--- src/rtl/code_lock_if.sv ---
// code_lock_if: groups the code lock's button inputs and status outputs into one bundle.
// Latency: none; wires only.
// Backpressure: none; buttons are raw levels and the status outputs are continuously valid.
// Signals: btn_next/btn_enter (raw asynchronous buttons), digit, digit_idx, unlocked, alarm.
// The master modport drives the buttons. The slave modport (the lock) drives the status.
`timescale 1ns/1ps
interface code_lock_if #(
  parameter int DIGIT_W = 4
);
  logic               btn_next;
  logic               btn_enter;
  logic [DIGIT_W-1:0] digit;
  logic [2:0]         digit_idx;
  logic               unlocked;
  logic               alarm;

  modport master (
    output btn_next, btn_enter,
    input  digit, digit_idx, unlocked, alarm
  );

  modport slave (
    input  btn_next, btn_enter,
    output digit, digit_idx, unlocked, alarm
  );
endinterface

--- src/rtl/code_lock.sv ---
// code_lock: digit-by-digit combination lock with a fail counter and a timed lockout.
// Latency: a press reaches the FSM 3 edges after first sampling (DEBOUNCE_CYC+3 with debounce).
// Backpressure: none. Presses during LOCKOUT are dropped, and so are next presses in OPEN.
// Ports: clk, rst_n (asynchronous, active low), bus (code_lock_if.slave).
//   The bus carries btn_next/btn_enter in, and digit/digit_idx/unlocked/alarm out.
// Build option: define CODE_LOCK_DEBOUNCE_EN to insert a DEBOUNCE_CYC stability filter per button.
`timescale 1ns/1ps
module code_lock #(
  parameter int DIGIT_W      = 4,
  parameter int NUM_DIGITS   = 4,
  parameter logic [DIGIT_W*NUM_DIGITS-1:0] CODE = 16'h1234,
  parameter int MAX_FAILS    = 3,
  parameter int LOCKOUT_CYC  = 1000,
  parameter int DEBOUNCE_CYC = 16
) (
  input  logic        clk,
  input  logic        rst_n,
  code_lock_if.slave  bus
);

  localparam int TOT = DIGIT_W * NUM_DIGITS;
  localparam int FW  = $clog2(MAX_FAILS + 1);
  localparam int LW  = $clog2(LOCKOUT_CYC + 1);
  localparam logic [2:0] LAST_IDX = 3'(NUM_DIGITS - 1);

  // ---------------------------------------------------------------
  // Button conditioning. Bit 0 is btn_next and bit 1 is btn_enter.
  // ---------------------------------------------------------------
  logic [1:0] btn_raw;
  logic [1:0] meta_q, sync_q;
  logic [1:0] vld_q;     // becomes all-ones once sync_q holds real samples after reset
  logic [1:0] arm_q;     // set once a button has been seen released after reset
  logic [1:0] prev_q;
  logic [1:0] lvl;
  logic [1:0] pulse;

  assign btn_raw = {bus.btn_enter, bus.btn_next};

  always_ff @(posedge clk or negedge rst_n) begin
    if (!rst_n) begin
      meta_q <= '0;
      sync_q <= '0;
      vld_q  <= '0;
    end else begin
      meta_q <= btn_raw;
      sync_q <= meta_q;
      vld_q  <= {vld_q[0], 1'b1};
    end
  end

`ifdef CODE_LOCK_DEBOUNCE_EN
  localparam int DBW = $clog2(DEBOUNCE_CYC + 1);
  logic [1:0]     db_q;
  logic [DBW-1:0] db_cnt_q [2];

  // The filtered level follows sync_q only after sync_q has differed from it
  // for DEBOUNCE_CYC consecutive samples. Any agreement restarts the count.
  always_ff @(posedge clk or negedge rst_n) begin
    if (!rst_n) begin
      db_q <= '0;
      for (int i = 0; i < 2; i++) db_cnt_q[i] <= '0;
    end else begin
      for (int i = 0; i < 2; i++) begin
        if (sync_q[i] == db_q[i]) begin
          db_cnt_q[i] <= '0;
        end else if (db_cnt_q[i] == DBW'(DEBOUNCE_CYC - 1)) begin
          db_q[i]     <= sync_q[i];
          db_cnt_q[i] <= '0;
        end else begin
          db_cnt_q[i] <= db_cnt_q[i] + 1'b1;
        end
      end
    end
  end

  assign lvl = db_q;
`else
  logic unused_debounce_cfg;
  assign unused_debounce_cfg = ^DEBOUNCE_CYC;
  assign lvl = sync_q;
`endif

  // Reset clears the synchronisers, so a button held through reset would look
  // like a fresh rising edge. A button may only fire after it has been seen low
  // on a real sample.
  always_ff @(posedge clk or negedge rst_n) begin
    if (!rst_n) begin
      arm_q  <= '0;
      prev_q <= '0;
    end else begin
      arm_q  <= arm_q | ({2{vld_q[1]}} & ~sync_q);
      prev_q <= lvl;
    end
  end

  assign pulse = lvl & ~prev_q & arm_q;

  logic next_p, enter_p;
  assign next_p  = pulse[0];
  assign enter_p = pulse[1];

  // ---------------------------------------------------------------
  // Lock FSM
  // ---------------------------------------------------------------
  typedef enum logic [1:0] {ST_ENTRY, ST_OPEN, ST_LOCKOUT} state_t;

  state_t             state_q, state_d;
  logic [DIGIT_W-1:0] digit_q, digit_d;
  logic [2:0]         idx_q, idx_d;
  logic [TOT-1:0]     entry_q, entry_d;
  logic [FW-1:0]      fail_q, fail_d;
  logic [LW-1:0]      lock_q, lock_d;
  logic               unlocked_q, alarm_q;
  logic [TOT-1:0]     full_code;

  // The entry register with the digit being dialled appended in the LS position.
  // This is both the next entry value and the complete code on the last digit.
  assign full_code = (entry_q << DIGIT_W) | TOT'(digit_q);

  always_comb begin
    state_d = state_q;
    digit_d = digit_q;
    idx_d   = idx_q;
    entry_d = entry_q;
    fail_d  = fail_q;
    lock_d  = lock_q;
    case (state_q)
      ST_ENTRY: begin
        // Enter wins over a simultaneous next.
        if (enter_p) begin
          digit_d = '0;
          if (idx_q == LAST_IDX) begin
            idx_d   = '0;
            entry_d = '0;
            if (full_code == CODE) begin
              state_d = ST_OPEN;
              fail_d  = '0;
            end else if (fail_q == FW'(MAX_FAILS - 1)) begin
              state_d = ST_LOCKOUT;
              fail_d  = '0;
              lock_d  = LW'(LOCKOUT_CYC - 1);
            end else begin
              fail_d = fail_q + 1'b1;
            end
          end else begin
            entry_d = full_code;
            idx_d   = idx_q + 1'b1;
          end
        end else if (next_p) begin
          digit_d = digit_q + 1'b1;
        end
      end
      ST_OPEN: begin
        if (enter_p) begin
          state_d = ST_ENTRY;
          digit_d = '0;
          idx_d   = '0;
          entry_d = '0;
        end
      end
      ST_LOCKOUT: begin
        // lock_q counts LOCKOUT_CYC-1 down to 0, so the state lasts LOCKOUT_CYC cycles.
        if (lock_q == '0) state_d = ST_ENTRY;
        else              lock_d  = lock_q - 1'b1;
      end
      default: state_d = ST_ENTRY;
    endcase
  end

  always_ff @(posedge clk or negedge rst_n) begin
    if (!rst_n) begin
      state_q    <= ST_ENTRY;
      digit_q    <= '0;
      idx_q      <= '0;
      entry_q    <= '0;
      fail_q     <= '0;
      lock_q     <= '0;
      unlocked_q <= 1'b0;
      alarm_q    <= 1'b0;
    end else begin
      state_q    <= state_d;
      digit_q    <= digit_d;
      idx_q      <= idx_d;
      entry_q    <= entry_d;
      fail_q     <= fail_d;
      lock_q     <= lock_d;
      // Decoded from the next state, so the flags track state_q cycle for cycle.
      unlocked_q <= (state_d == ST_OPEN);
      alarm_q    <= (state_d == ST_LOCKOUT);
    end
  end

  assign bus.digit     = digit_q;
  assign bus.digit_idx = idx_q;
  assign bus.unlocked  = unlocked_q;
  assign bus.alarm     = alarm_q;

endmodule

--- src/flat_wrapper.sv ---
// flat-port wrapper written by rule: the top's interface ports become plain ports
module code_lock_flat 
#(
  parameter int DIGIT_W      = 4,
  parameter int NUM_DIGITS   = 4,
  parameter logic [DIGIT_W*NUM_DIGITS-1:0] CODE = 16'h1234,
  parameter int MAX_FAILS    = 3,
  parameter int LOCKOUT_CYC  = 1000,
  parameter int DEBOUNCE_CYC = 16
)
  (clk, rst_n, bus_btn_next, bus_btn_enter, bus_digit, bus_digit_idx, bus_unlocked, bus_alarm);
  code_lock_if #(.DIGIT_W(DIGIT_W)) bus_i ();
  input  logic clk;
  input  logic rst_n;
  input wire logic [$bits(bus_i.btn_next)-1:0] bus_btn_next;
  input wire logic [$bits(bus_i.btn_enter)-1:0] bus_btn_enter;
  output wire logic [$bits(bus_i.digit)-1:0] bus_digit;
  output wire logic [$bits(bus_i.digit_idx)-1:0] bus_digit_idx;
  output wire logic [$bits(bus_i.unlocked)-1:0] bus_unlocked;
  output wire logic [$bits(bus_i.alarm)-1:0] bus_alarm;
  assign bus_i.btn_next = bus_btn_next;
  assign bus_i.btn_enter = bus_btn_enter;
  assign bus_digit = bus_i.digit;
  assign bus_digit_idx = bus_i.digit_idx;
  assign bus_unlocked = bus_i.unlocked;
  assign bus_alarm = bus_i.alarm;
  code_lock #(.DIGIT_W(DIGIT_W), .NUM_DIGITS(NUM_DIGITS), .CODE(CODE), .MAX_FAILS(MAX_FAILS), .LOCKOUT_CYC(LOCKOUT_CYC), .DEBOUNCE_CYC(DEBOUNCE_CYC)) u_core (.clk(clk), .rst_n(rst_n), .bus(bus_i));
endmodule
--- config.mk ---
export PLATFORM = sky130hd
export DESIGN_NAME = code_lock_flat
export DESIGN_NICKNAME = d
export VERILOG_FILES = /design/src/rtl/code_lock_if.sv /design/src/rtl/code_lock.sv /design/src/flat_wrapper.sv
export SDC_FILE = /design/constraint.sdc
export NUM_CORES = 1
export LEC_CHECK = 0
export CORE_ASPECT_RATIO = 0.75
export CORE_MARGIN = 4
export CORE_UTILIZATION = 40
export CTS_CLUSTER_DIAMETER = 120
export DETAILED_ROUTE_END_ITERATION = 16
export GPL_TIMING_DRIVEN = 0
export PLACE_DENSITY_LB_ADDON = 0.25
export SYNTH_ARGS = -nofsm -noshare
export SYNTH_HDL_FRONTEND = slang
export SYNTH_SLANG_ARGS = --single-unit
--- constraint.sdc ---
create_clock -name clk -period 1.59 [get_ports clk]
set_input_delay 0.3975 -clock clk [delete_from_list [all_inputs] [get_ports clk]]
set_output_delay 0.3975 -clock clk [all_outputs]
set_load 0.02 [all_outputs]
==> qor.csv <==
metric,value,unit
CTS Buf Count,5,
pin count of the biggest net entering global routing,32,
Post-synth EDFFs,0,
"Avg Cell Area, Syn",11.7,sq um
hold path start,u_core.vld_q[0],
outcome,"complete, but fails checks",
drt total wl,4.25,mm
Avg WL per Cell,16.2,um
post-synth net total,177,
Sink Count,45,
"IR drop worst, VDD",0.676,mV
Placeable Area,4620,sq um
Die Y-Extent,68.9,um
clock network power share,0.235,
post-DP HPWL,2.72,mm
Crit. End Element,flip-flop,
Ports,13,
ANT cells,0,
Vias,1460,
Internal,2540,uW
ANT nets after route,0,
Clock Skew,0.00515,ns
Horiz. Die Dim,89.2,um
count of pins over their slew limit,0,
CTS H-tree lvls,2,
WS Path Type,reg2reg,
worst setup path end,u_core.bus.unlocked,
startpoint types,flip-flop,
first-pass GRT wire length,6.96,mm
CTS Buffer Depth,2,
reg2reg end,u_core.bus.unlocked,
Final Hold Slack,0.354,ns
"most common cell after layout, fill and taps aside",dfrtp_1,
Initial Util,0.428,
critical path data required time,1.81,ns
Initial DRT Pass Iterations,4,
Syn Inst Count,169,
Syn-to-layout area delta,29.6,%
worst reg2reg setup slack,-0.16,ns
FF-to-FF Start,u_core.bus.digit[1],
NetSw,1280,uW
max_slew headroom,0.623,
setup slack at placement,-0.280,ns
largest family of logic cells by synthesized area,simple AND/OR/NAND/NOR gates,
DR vias/cell,5.57,
GRT Overall Usage,0.152,
Final Hold Viols,0,
Post-Synth Simple-Gate Area,0.168,
failing checks,setup timing,
sw frac,0.335,
DRC,0,
Ys Warns,0,
"crit path setup slack, layout",-0.161,ns
CTS tree,yes,
HP Class,reg2reg,
IO Port Bufs,12,
maximum fanout along the worst path,4,
gr ovfl total,0,
"Clk Latency, worst-skew pair",0.30,ns
maximum clock frequency,571,MHz
vias in the first global route,1434,
Synth Area in Adders,0.0253,
maxcap violations,0,
Comb power frac,0.359,
Critical path origin,u_core.bus.digit[1],
Worst Max-Slew Pin Slew,0.566,ns
Finished Core Util,0.555,
post-synthesis cell type count,47,
most common flop cell mapped by yosys,dfrtp_1,
Layout Nets,212,
period utilisation layout,1.10,
sequential fraction of the synthesis area,0.569,
RSZ-0062 raised after global routing,true,
Final GP Congestion,0.780,
mapped cell area,1980,sq um
1st-iter DRT viols,92,
clk slew on worst S/H paths,0.08,ns
mux share of post-synthesis cell area,0.0107,
fillers,381,
Finish-stage setup viols,14,
"flops & latches, synth",45,
die footprint,6150,sq um
Async SR Flop Fraction,1.00,
most frequent cells in the layout,"dfrtp_1, buf_4, nand2_1",
row cnt,21,
Tmin final,1.75,ns
pwr dens,1490,nW/um^2
Sequential Power Share,0.407,
share of cells above drive strength 1,0.312,
CTS root buf,clkbuf_8,
cell leakage power,0.00119,uW
R2R cell count,6,
Synth Area in XOR/XNOR,0.0310,
CP Data Arrival Time,1.97,ns
Synth Area in Compound Gates,0.159,
initial antenna violation count,0,
## sequential cells by signal, summed over array words and instances (netlist names)
signal	count
u_core.entry_q	12
u_core.prev_q	2
u_core.bus.alarm	1
u_core.bus.digit	4
u_core.fail_q	2
u_core.lock_q	10
u_core.bus.unlocked	1
u_core.state_q	2
u_core.meta_q	2
u_core.arm_q	2
u_core.lvl	2
u_core.vld_q	2
u_core.bus.digit_idx	3
## worst min-delay path by stage
stage                     slack (ns)  cells after the start                  end
after CTS                       0.36                      0      u_core.vld_q[1]
after floorplan                 0.10                      0      u_core.arm_q[0]
after global routing            0.37                      0      u_core.vld_q[1]
after detailed placement        0.33                      1  u_core.bus.digit[2]
final                           0.35                      0      u_core.vld_q[1]
after global placement          0.34                      0        u_core.lvl[0]
## critical path: stages (launching register included)
cell and delay, ns:
dfrtp_2 0.44, inv_2 0.07, ha_4 0.11, and4bb_2 0.27
nand4_4 0.10, or4_4 0.56, a21oi_2 0.13
## stage by stage
step / instances / total power (uW) / setup TNS, ns / cell area, sq um
2_1_floorplan: 169 / 2320 / -0.541 / 1980
3_3_place_gp: 238 / 2570 / -48.24 / 2170
3_5_place_dp: 239 / 2630 / -4.62 / 2190
4_1_cts: 258 / 3720 / -0.883 / 2470
5_1_grt: 262 / 4050 / -2.45 / 2570
6_report: 262 / 3820 / -1.30 / 2570
## synthesized netlist by cell type, drive strengths merged (3+ instances only)
cell type	number	area, sq um
nand2	12	45.0
dfrtp	45	1130
a22o	12	108
inv	10	37.5
a21oi	6	30.0
nor2	7	26.3
clkbuf	3	11.3
ha	4	50.1
xnor2	3	26.3
xor2	4	35.0
buf	4	21.3
o21ai	5	25.0
nand3	5	25.0
a2bb2oi	8	70.1
o22ai	3	18.8
nor3	3	15.0
## kinds of logic (layout without fill, tap and decap cells)
| family | count (synthesis) | after routing |
|---|---|---|
| and+or+nand+nor | 51 | 51 |
| DFF | 45 | 45 |
| AOI/OAI and AO/OA | 42 | 42 |
| buffers and inverters | 17 | 53 |
| xor gates and xnor gates | 7 | 7 |
| adders and majority gates | 4 | 4 |
| muxes | 2 | 2 |
| other | 1 | 1 |
## what timing repair did
action,4_1_cts,5_1_grt
hold buffers,1,0
gates cloned,0,1
hold endpoints to repair,11,0
setup buffers,10,4
pin swaps,3,4
endpoints found under the setup margin,37,28
resized for setup,29,20
## final cells by class
type	count	area, sq um	share of cell area
Buffer	6	42.5	0.0166
Timing Repair Buffer	29	254	0.0990
Clock buffer	6	82.6	0.0322
Sequential cell	45	1130	0.440
Multi-Input combinational cell	107	912	0.355
Inverter	10	37.5	0.0146
Clock inverter	2	37.5	0.0146
Tap cell	57	71.3	0.0278
## power by group through the flow
stage	Clock [uW]	Sequential, uW	Combinational [uW]
2_1_floorplan	0	1550	771
3_3_place_gp	0	1540	1030
3_5_place_dp	0	1550	1080
4_1_cts	928	1540	1250
5_1_grt	972	1580	1500
6_report	897	1550	1370
## metal layers
| metal | vias up | part of all wire | track usage |
|---|---|---|---|
| li1 | 684 | - | - |
| met1 | 739 | 0.48 | 0.198 |
| met2 | 30 | 0.47 | 0.247 |
| met3 | 7 | 0.043 | 0.0392 |
| met4 | 0 | 0.011 | 0.0502 |
| met5 | - | 0 | 0 |
Note: power is estimated with default switching activity, not from simulation.
